==> config.mk <==
export PLATFORM = sky130hd
export DESIGN_NAME = multicycle_controller
export DESIGN_NICKNAME = d
export VERILOG_FILES = /design/src/rtl/mc_ctrl_pkg.sv /design/src/rtl/multicycle_controller_cond_check.sv /design/src/rtl/multicycle_controller.sv
export SDC_FILE = /design/constraint.sdc
export NUM_CORES = 1
export LEC_CHECK = 0
export ABC_AREA = 1
export ABC_CLOCK_PERIOD_IN_PS = 1850
export CORE_AREA = 2 2 39 41
export DETAILED_ROUTE_END_ITERATION = 6
export DIE_AREA = 0 0 41 43
export DONT_BUFFER_PORTS = 1
export HOLD_SLACK_MARGIN = 0.05
export MAX_ROUTING_LAYER = met4
export PLACE_DENSITY = 0.67
export REMOVE_ABC_BUFFERS = 1
export SETUP_SLACK_MARGIN = 0.5
export SYNTH_ARGS = -nofsm -noshare
export SYNTH_HDL_FRONTEND = slang
export SYNTH_SLANG_ARGS = --single-unit
==> constraint.sdc <==
create_clock -name clock -period 1.85 [get_ports clock]
set_clock_uncertainty 0.15 [all_clocks]
set_input_delay 0.37 -clock clock [delete_from_list [all_inputs] [get_ports clock]]
set_output_delay 0.37 -clock clock [all_outputs]
set_load 0.1 [all_outputs]
==> src/rtl/mc_ctrl_pkg.sv <==
// Shared encodings for the multicycle controller: FSM states, instruction
// field codes, and the datapath select/operation values it drives.
package mc_ctrl_pkg;

    typedef enum logic [3:0] {
        FETCH    = 4'd0,
        DECODE   = 4'd1,
        MEMADR   = 4'd2,
        MEMREAD  = 4'd3,
        MEMWB    = 4'd4,
        MEMWRITE = 4'd5,
        EXECR    = 4'd6,
        EXECI    = 4'd7,
        ALUWB    = 4'd8,
        BRANCH   = 4'd9
    } state_e;

    localparam logic [1:0] OP_DP  = 2'b00;
    localparam logic [1:0] OP_MEM = 2'b01;
    localparam logic [1:0] OP_BR  = 2'b10;

    localparam logic [3:0] CMD_AND = 4'b0000;
    localparam logic [3:0] CMD_EOR = 4'b0001;
    localparam logic [3:0] CMD_SUB = 4'b0010;
    localparam logic [3:0] CMD_ADD = 4'b0100;
    localparam logic [3:0] CMD_CMP = 4'b1010;
    localparam logic [3:0] CMD_ORR = 4'b1100;
    localparam logic [3:0] CMD_MOV = 4'b1101;

    localparam logic [3:0] COND_AL = 4'b1110;

    localparam logic [2:0] ALU_ADD = 3'b000;
    localparam logic [2:0] ALU_SUB = 3'b001;
    localparam logic [2:0] ALU_AND = 3'b010;
    localparam logic [2:0] ALU_ORR = 3'b011;
    localparam logic [2:0] ALU_EOR = 3'b100;
    localparam logic [2:0] ALU_MOV = 3'b101;

    localparam logic [2:0] SHIFT_NONE = 3'b111;

    localparam logic [1:0] SRCA_PC   = 2'b00;
    localparam logic [1:0] SRCA_REG  = 2'b01;
    localparam logic [1:0] SRCB_REG  = 2'b00;
    localparam logic [1:0] SRCB_IMM  = 2'b01;
    localparam logic [1:0] SRCB_FOUR = 2'b11;

    localparam logic [1:0] RES_ALUOUT = 2'b00;
    localparam logic [1:0] RES_MEM    = 2'b01;
    localparam logic [1:0] RES_ALU    = 2'b10;

    localparam logic [1:0] REGSRC_DP  = 2'b00;
    localparam logic [1:0] REGSRC_BR  = 2'b01;
    localparam logic [1:0] REGSRC_DEF = 2'b10;

    function automatic logic [2:0] alu_for_cmd(input logic [3:0] cmd);
        case (cmd)
            CMD_AND: return ALU_AND;
            CMD_EOR: return ALU_EOR;
            CMD_SUB: return ALU_SUB;
            CMD_ADD: return ALU_ADD;
            CMD_CMP: return ALU_SUB;
            CMD_ORR: return ALU_ORR;
            CMD_MOV: return ALU_MOV;
            default: return ALU_ADD;
        endcase
    endfunction

    // CMP only sets flags; unsupported commands must never write a register.
    function automatic logic cmd_writes_rd(input logic [3:0] cmd);
        case (cmd)
            CMD_AND, CMD_EOR, CMD_SUB, CMD_ADD,
            CMD_ORR, CMD_MOV: return 1'b1;
            default:          return 1'b0;
        endcase
    endfunction

endpackage

==> src/rtl/multicycle_controller_cond_check.sv <==
// Combinational evaluation of an instruction's condition field against the
// {N,Z,C,V} flag register.
module cond_check
    import mc_ctrl_pkg::*;
(
    input  logic [3:0] cond,
    input  logic [3:0] FLAGS,
    output logic       cond_ok
);

    logic n, z, c, v;

    assign n = FLAGS[3];
    assign z = FLAGS[2];
    assign c = FLAGS[1];
    assign v = FLAGS[0];

    always_comb begin
        cond_ok = 1'b0;
        case (cond)
            4'b0000: cond_ok = z;
            4'b0001: cond_ok = !z;
            4'b0010: cond_ok = c;
            4'b0011: cond_ok = !c;
            4'b0100: cond_ok = n;
            4'b0101: cond_ok = !n;
            4'b0110: cond_ok = v;
            4'b0111: cond_ok = !v;
            4'b1000: cond_ok = c && !z;
            4'b1001: cond_ok = !c || z;
            4'b1010: cond_ok = (n == v);
            4'b1011: cond_ok = (n != v);
            4'b1100: cond_ok = !z && (n == v);
            4'b1101: cond_ok = z || (n != v);
            COND_AL: cond_ok = 1'b1;
            default: cond_ok = 1'b0;
        endcase
    end

endmodule

==> src/rtl/multicycle_controller.sv <==
// Moore control FSM for the multicycle computer: sequences fetch, decode and
// execute of data-processing, LDR/STR and B/BL instructions.
module multicycle_controller
    import mc_ctrl_pkg::*;
(
    input  logic        clock,
    input  logic        reset,
    input  logic [31:0] INSTRUCTION_OUT,
    input  logic [3:0]  FLAGS,
    output logic        A3Src,
    output logic        AdrSrc,
    output logic        FlagUpdate,
    output logic        IRWrite,
    output logic        MemWrite,
    output logic        PCWrite,
    output logic        RegWrite,
    output logic        WD3Src,
    output logic [1:0]  ALUSrcA,
    output logic [1:0]  ALUSrcB,
    output logic [1:0]  ResultSrc,
    output logic [1:0]  RegSrc,
    output logic [2:0]  ALUop,
    output logic [2:0]  ShiftType,
    output logic [3:0]  state_out
);

    state_e     state, next_state;
    logic [3:0] cond, cmd;
    logic [1:0] op, sh;
    logic       imm, sbit, ubit, link, cond_ok;
    logic       unused_fields;

    assign cond = INSTRUCTION_OUT[31:28];
    assign op   = INSTRUCTION_OUT[27:26];
    assign imm  = INSTRUCTION_OUT[25];
    assign cmd  = INSTRUCTION_OUT[24:21];
    assign link = INSTRUCTION_OUT[24];
    assign ubit = INSTRUCTION_OUT[23];
    assign sbit = INSTRUCTION_OUT[20];
    assign sh   = INSTRUCTION_OUT[6:5];

    assign unused_fields = ^{INSTRUCTION_OUT[22], INSTRUCTION_OUT[19:7], INSTRUCTION_OUT[4:0]};

    cond_check u_cond_check (
        .cond    (cond),
        .FLAGS   (FLAGS),
        .cond_ok (cond_ok)
    );

    always_ff @(posedge clock) begin
        if (reset) state <= FETCH;
        else       state <= next_state;
    end

    assign state_out = state;

    always_comb begin
        next_state = FETCH;
        case (state)
            FETCH:   next_state = DECODE;
            DECODE: begin
                if (cond_ok) begin
                    case (op)
                        OP_MEM:  next_state = MEMADR;
                        OP_DP:   next_state = imm ? EXECI : EXECR;
                        OP_BR:   next_state = BRANCH;
                        default: next_state = FETCH;
                    endcase
                end
            end
            MEMADR:  next_state = sbit ? MEMREAD : MEMWRITE;
            MEMREAD: next_state = MEMWB;
            EXECR:   next_state = ALUWB;
            EXECI:   next_state = ALUWB;
            default: next_state = FETCH;
        endcase
    end

    // Outputs are gated by reset so an aborted instruction cannot write anything.
    always_comb begin
        A3Src      = 1'b0;
        AdrSrc     = 1'b0;
        FlagUpdate = 1'b0;
        IRWrite    = 1'b0;
        MemWrite   = 1'b0;
        PCWrite    = 1'b0;
        RegWrite   = 1'b0;
        WD3Src     = 1'b0;
        ALUSrcA    = SRCA_PC;
        ALUSrcB    = SRCB_REG;
        ResultSrc  = RES_ALUOUT;
        RegSrc     = REGSRC_DEF;
        ALUop      = ALU_ADD;
        ShiftType  = SHIFT_NONE;
        if (!reset) begin
            case (state)
                FETCH: begin
                    IRWrite   = 1'b1;
                    PCWrite   = 1'b1;
                    ALUSrcA   = SRCA_PC;
                    ALUSrcB   = SRCB_FOUR;
                    ResultSrc = RES_ALU;
                end
                DECODE: begin
                    ALUSrcB   = SRCB_FOUR;
                    ResultSrc = RES_ALU;
                end
                MEMADR, MEMREAD: begin
                    ALUSrcA = SRCA_REG;
                    ALUSrcB = SRCB_IMM;
                    ALUop   = ubit ? ALU_ADD : ALU_SUB;
                    AdrSrc  = (state == MEMREAD);
                end
                MEMWB: begin
                    AdrSrc    = 1'b1;
                    ResultSrc = RES_MEM;
                    RegWrite  = 1'b1;
                end
                MEMWRITE: begin
                    AdrSrc   = 1'b1;
                    MemWrite = 1'b1;
                end
                EXECR: begin
                    ALUSrcA   = SRCA_REG;
                    ALUSrcB   = SRCB_REG;
                    RegSrc    = REGSRC_DP;
                    ALUop     = alu_for_cmd(cmd);
                    ShiftType = {1'b0, sh};
                end
                EXECI: begin
                    ALUSrcA = SRCA_REG;
                    ALUSrcB = SRCB_IMM;
                    RegSrc  = REGSRC_DP;
                    ALUop   = alu_for_cmd(cmd);
                end
                ALUWB: begin
                    ALUSrcA    = SRCA_REG;
                    ALUSrcB    = imm ? SRCB_IMM : SRCB_REG;
                    ResultSrc  = RES_ALUOUT;
                    RegSrc     = REGSRC_DP;
                    ALUop      = alu_for_cmd(cmd);
                    RegWrite   = cmd_writes_rd(cmd);
                    FlagUpdate = sbit;
                end
                BRANCH: begin
                    ALUSrcA   = SRCA_REG;
                    ALUSrcB   = SRCB_IMM;
                    RegSrc    = REGSRC_BR;
                    ResultSrc = RES_ALU;
                    PCWrite   = 1'b1;
                    RegWrite  = link;
                    A3Src     = link;
                    WD3Src    = link;
                end
                default: ;
            endcase
        end
    end

endmodule
==> results.yml, run 1 <==
outcome:
  status: "did not finish"
  failed_stage: "4_1_cts"
  stop_error: "[ERROR DPL-0038] Utilization greater than 100%, impossible to legalize"
cts:
  cts_resized: 84
  hold_buffers: 1
  clock-root-buffer: "clkbuf_4"
  htree_levels: 1
  cts_buffers: 3
  cts.path.max_buffers: 2
  numClockSinks: 4
  postCtsSetupBuffers: 14
floorplanning:
  rows: 14
  ios: 64
  start_util: 0.504
  die_x_um: 41
  dieHeight_um: 43
synth:
  synth.avg_cell_area_sq_um: 4.91
  synth_adder_area_share: 0
  ys_ff_latch: 4
  ys_seq_area_frac: 0.115
  synth_top_family_by_area: "simple AND/OR/NAND/NOR gates"
  synth_mux_area_frac: 0
  synth_simple_gate_area_frac: 0.573
  synth-xor-area-share: 0
  synth.distinct_cells: 23
  synth_cells: 142
  synth_compound_area_frac: 0.145
  synth_warnings: 0
  netlist_area_sq_um: 697
placed_design:
  port_buffers: 0
  dp_hpwl_um: 2770
  dpl_cell_area_sq_um: 1320
  placedCellCount: 193
  place_congestion: 0.787
cells in the mapped netlist (all sizes together):
master,count,area (sq um)
clkbuf,2,7.51
nor2,28,113
nor3,5,30.0
nor4,3,18.8
o22ai,2,12.5
inv,24,90.1
buf,2,15.0
nand2,42,160
a21oi,10,61.3
o21ai,3,15.0
or2,3,21.3
a31oi,2,12.5
nand3,10,50.1
nand4,1,6.26
conb,1,3.75
dfxtp,4,80.1
per-stage QoR:
stage                     hold WS [ns]  worst slack [ns]
after floorplan                  0.282             -3.14
after global placement           0.287           -0.0588
after detailed placement         0.289            -0.142
logic make-up after synthesis:
logic type / after synthesis
simple gates: 92
buf+inv: 28
compound gates: 17
flops: 4
other cells: 1
==> run 2, diff against run 1 <==
- CORE_AREA: 2 2 39 41 -> 2 2 63 65
- DIE_AREA: 0 0 41 43 -> 0 0 65 67
- HOLD_SLACK_MARGIN: 0.05 -> default
- MAX_ROUTING_LAYER: met4 -> default
- PLACE_DENSITY: 0.67 -> default
- PLACE_DENSITY_LB_ADDON: default -> 0.15
- SETUP_SLACK_MARGIN: 0.5 -> default
==> run 2 against run 1 <==
Against the previous run: the flow now finishes, with violations (setup timing); synthesized area unchanged; synthesized cell count unchanged.
==> results.yml, run 2 <==
placed_design:
  dp_hpwl_um: 2080
  place_congestion: 0.897
  port_buffers: 0
  dpl_cell_area_sq_um: 1370
  placedCellCount: 227
synth:
  synth_edf_count: 0
  synth_area_leaders: "nand2_1 (22%), nor2_1 (13%), dfxtp_1 (11%)"
  synthFlopType: "dfxtp_1"
  netlist_area_sq_um: 697
  yosys.cell_count.top_type: "nand2_1"
  synth_compound_area_frac: 0.145
  synth_mux_area_frac: 0
  ys_ff_latch: 4
  synthArstFlopShare: 0
  synth.avg_cell_area_sq_um: 4.91
  synth_warnings: 0
  ys_seq_area_frac: 0.115
  synth.distinct_cells: 23
  synth_top_cell_area_share: 0.221
  yosys.area.top_type: "nand2_1"
  synth_cells: 142
  synth_commonest_cells: "nand2_1 (41), nor2_1 (25), inv_1 (17)"
  synth_simple_gate_area_frac: 0.573
  synth_top_family_by_area: "simple AND/OR/NAND/NOR gates"
  synth-xor-area-share: 0
  synth_adder_area_share: 0
drt:
  route.detailed.drc: 0
  vias: 1115
  initialDrtViolationCount: 45
  wirelength_um: 2990
  viasPerCell: 4.59
  drt.antenna.violating_nets: 0
  met3_length_um: 206
  wl_met2_um: 1710
  wl_met1_um: 997
  drt_pass1_iterations: 5
  drt-wirelength-per-cell_um: 12.3
  top_layer: "met4"
floorplanning:
  ios: 64
  coreArea_sq_um: 3610
  dieHeight_um: 67
  rows: 22
  die_area_sq_um: 4360
  die_x_um: 65
  start_util: 0.193
sta:
  setup_ws_ns: -0.232
  fmax_mhz: 480
  holdWs_ns: 0.0592
  final.min_clock_period_ns: 2.08
  setup_tns_ns: -2.63
  finalHoldViolCount: 0
  final_max_slew_viol_count: 0
  setup_viol_count_final: 18
  rsz0062_at_grt: "yes"
  timing.final.crit_share: 1.13
global_routing:
  track_usage: 0.142
  grt-ovfl-total: 0
  grt_start_max_net_pins: 17
  grt_pass1_vias: 1116
  antenna_found_initial: 0
  grt_pass1_wl_um: 4800
power:
  cellInternalPower_mw: 0.400
  power.share.clock: 0.243
  p_leak_nw: 0.843
  p_seq_frac: 0.134
  power.switching_mw: 0.351
  ir_worst_vdd_mv: 0.202
  fin_total_pwr_mw: 0.751
  swShare: 0.467
  powerDensity_nw_per_um2: 408
  combinationalPowerShare: 0.623
cts:
  numClockSinks: 4
  cts_buffers: 3
  cts_tree: "done"
  htree_levels: 1
  clock-root-buffer: "clkbuf_8"
  hold_buffers: 0
  clk_latency_ns: 0.22
  cts.path.max_buffers: 2
  cts.clk_slew.worst_paths_ns: 0.03
setup_path:
  slowest_stage: "dfxtp_2"
  critPathArrivalTime_ns: 1.56
  path_cells: "inv_4 -> nand3_4 -> buf_6 -> nor2_4 -> inv_2 -> nand2_2 -> nand2_2 -> a31oi_4 -> buf_12"
  r2r_cells: 10
  cp_max_fo: 3
  startpoint_type: "flip-flop"
  worst-setup-path-type: "reg -> out"
  cpPeakStageDelay_ns: 0.32
  crit_path_end_kind: "primary output"
  ff2ff_setup_slack_ns: 0.08
  critPathBufInv: 4
  cp_common_cell: "nand2_2"
  path_delay_family: "buffers and inverters"
  worstSetupPathDepth: 9
  cp.required_ns: 1.33
layout:
  syn_to_final_growth_pct: 164
  design_area_sq_um: 1840
  mostFrequentLayoutCells: "nand2_1 (31), buf_4 (23), nor2_1 (15), buf_12 (15), inv_1 (14)"
  layout-drive-gt1-share: 0.595
  final_nets: 235
  layout_commonest_cell: "nand2_1"
  layout.cells.non_filler: 243
  largest_reg_flops: 4
  diodes: 0
min_path:
  whs_path_depth: 1
  hp-class: "in -> reg"
outcome:
  status: "finished, violations left"
  violations: "setup timing"
run:
  max_cap_viol_count: 0
[run 2: cell counts after synthesis]
Identical to the previous run, type by type.
[run 2: cells by family after synthesis]
group                  Yosys count
flip-flops                       4
AO/OA/AOI/OAI                   17
other                            1
buffers and inverters           28
AND/OR/NAND/NOR                 92
[run 2: per-layer routing]
metal  up-vias  GRT usage
li1        550          -
met1       517      0.136
met2        40      0.276
met3         8     0.0439
met4         0     0.0638
met5         -          0
[run 2: layout make-up]
cell class	instances	area (sq um)
Inverter	24	100
Clock buffer	3	41.3
Sequential cell	4	90.1
Fill cell	319	1760
Timing Repair Buffer	54	736
Multi-Input combinational cell	110	816
Tap cell	48	60.1
[run 2: worst paths after layout]
kind,startpoint,to
min reg2reg,state_out[0],state_out[0]
max,state_out[2],ALUSrcB[0]
min,reset,state_out[0]
max reg2reg,state_out[3],state_out[2]
[run 2: metrics by stage]
stage	util	setup WS, ns
after floorplan	-	-3.14
final	0.511	-0.232
after CTS	0.486	-0.286
after detailed placement	0.381	-0.122
after global placement	0.381	-0.115
after global routing	0.511	-0.300
[run 2: power groups by stage]
stage	clock (mW)	sequential, mW	combinational [mW]
2_1_floorplan	0	0.135	0.216
3_3_place_gp	0	0.0982	0.390
3_5_place_dp	0	0.0981	0.393
4_1_cts	0.183	0.0992	0.446
5_1_grt	0.194	0.101	0.491
6_report	0.183	0.101	0.468
[run 2: repair_timing]
action	in CTS	in global routing
cloned	0	0
gates resized for setup	61	21
endpoints found under the setup margin	20	20
pin swaps	15	16
buffers inserted	13	4
No activity file was read; power rests on OpenSTA's default activity.
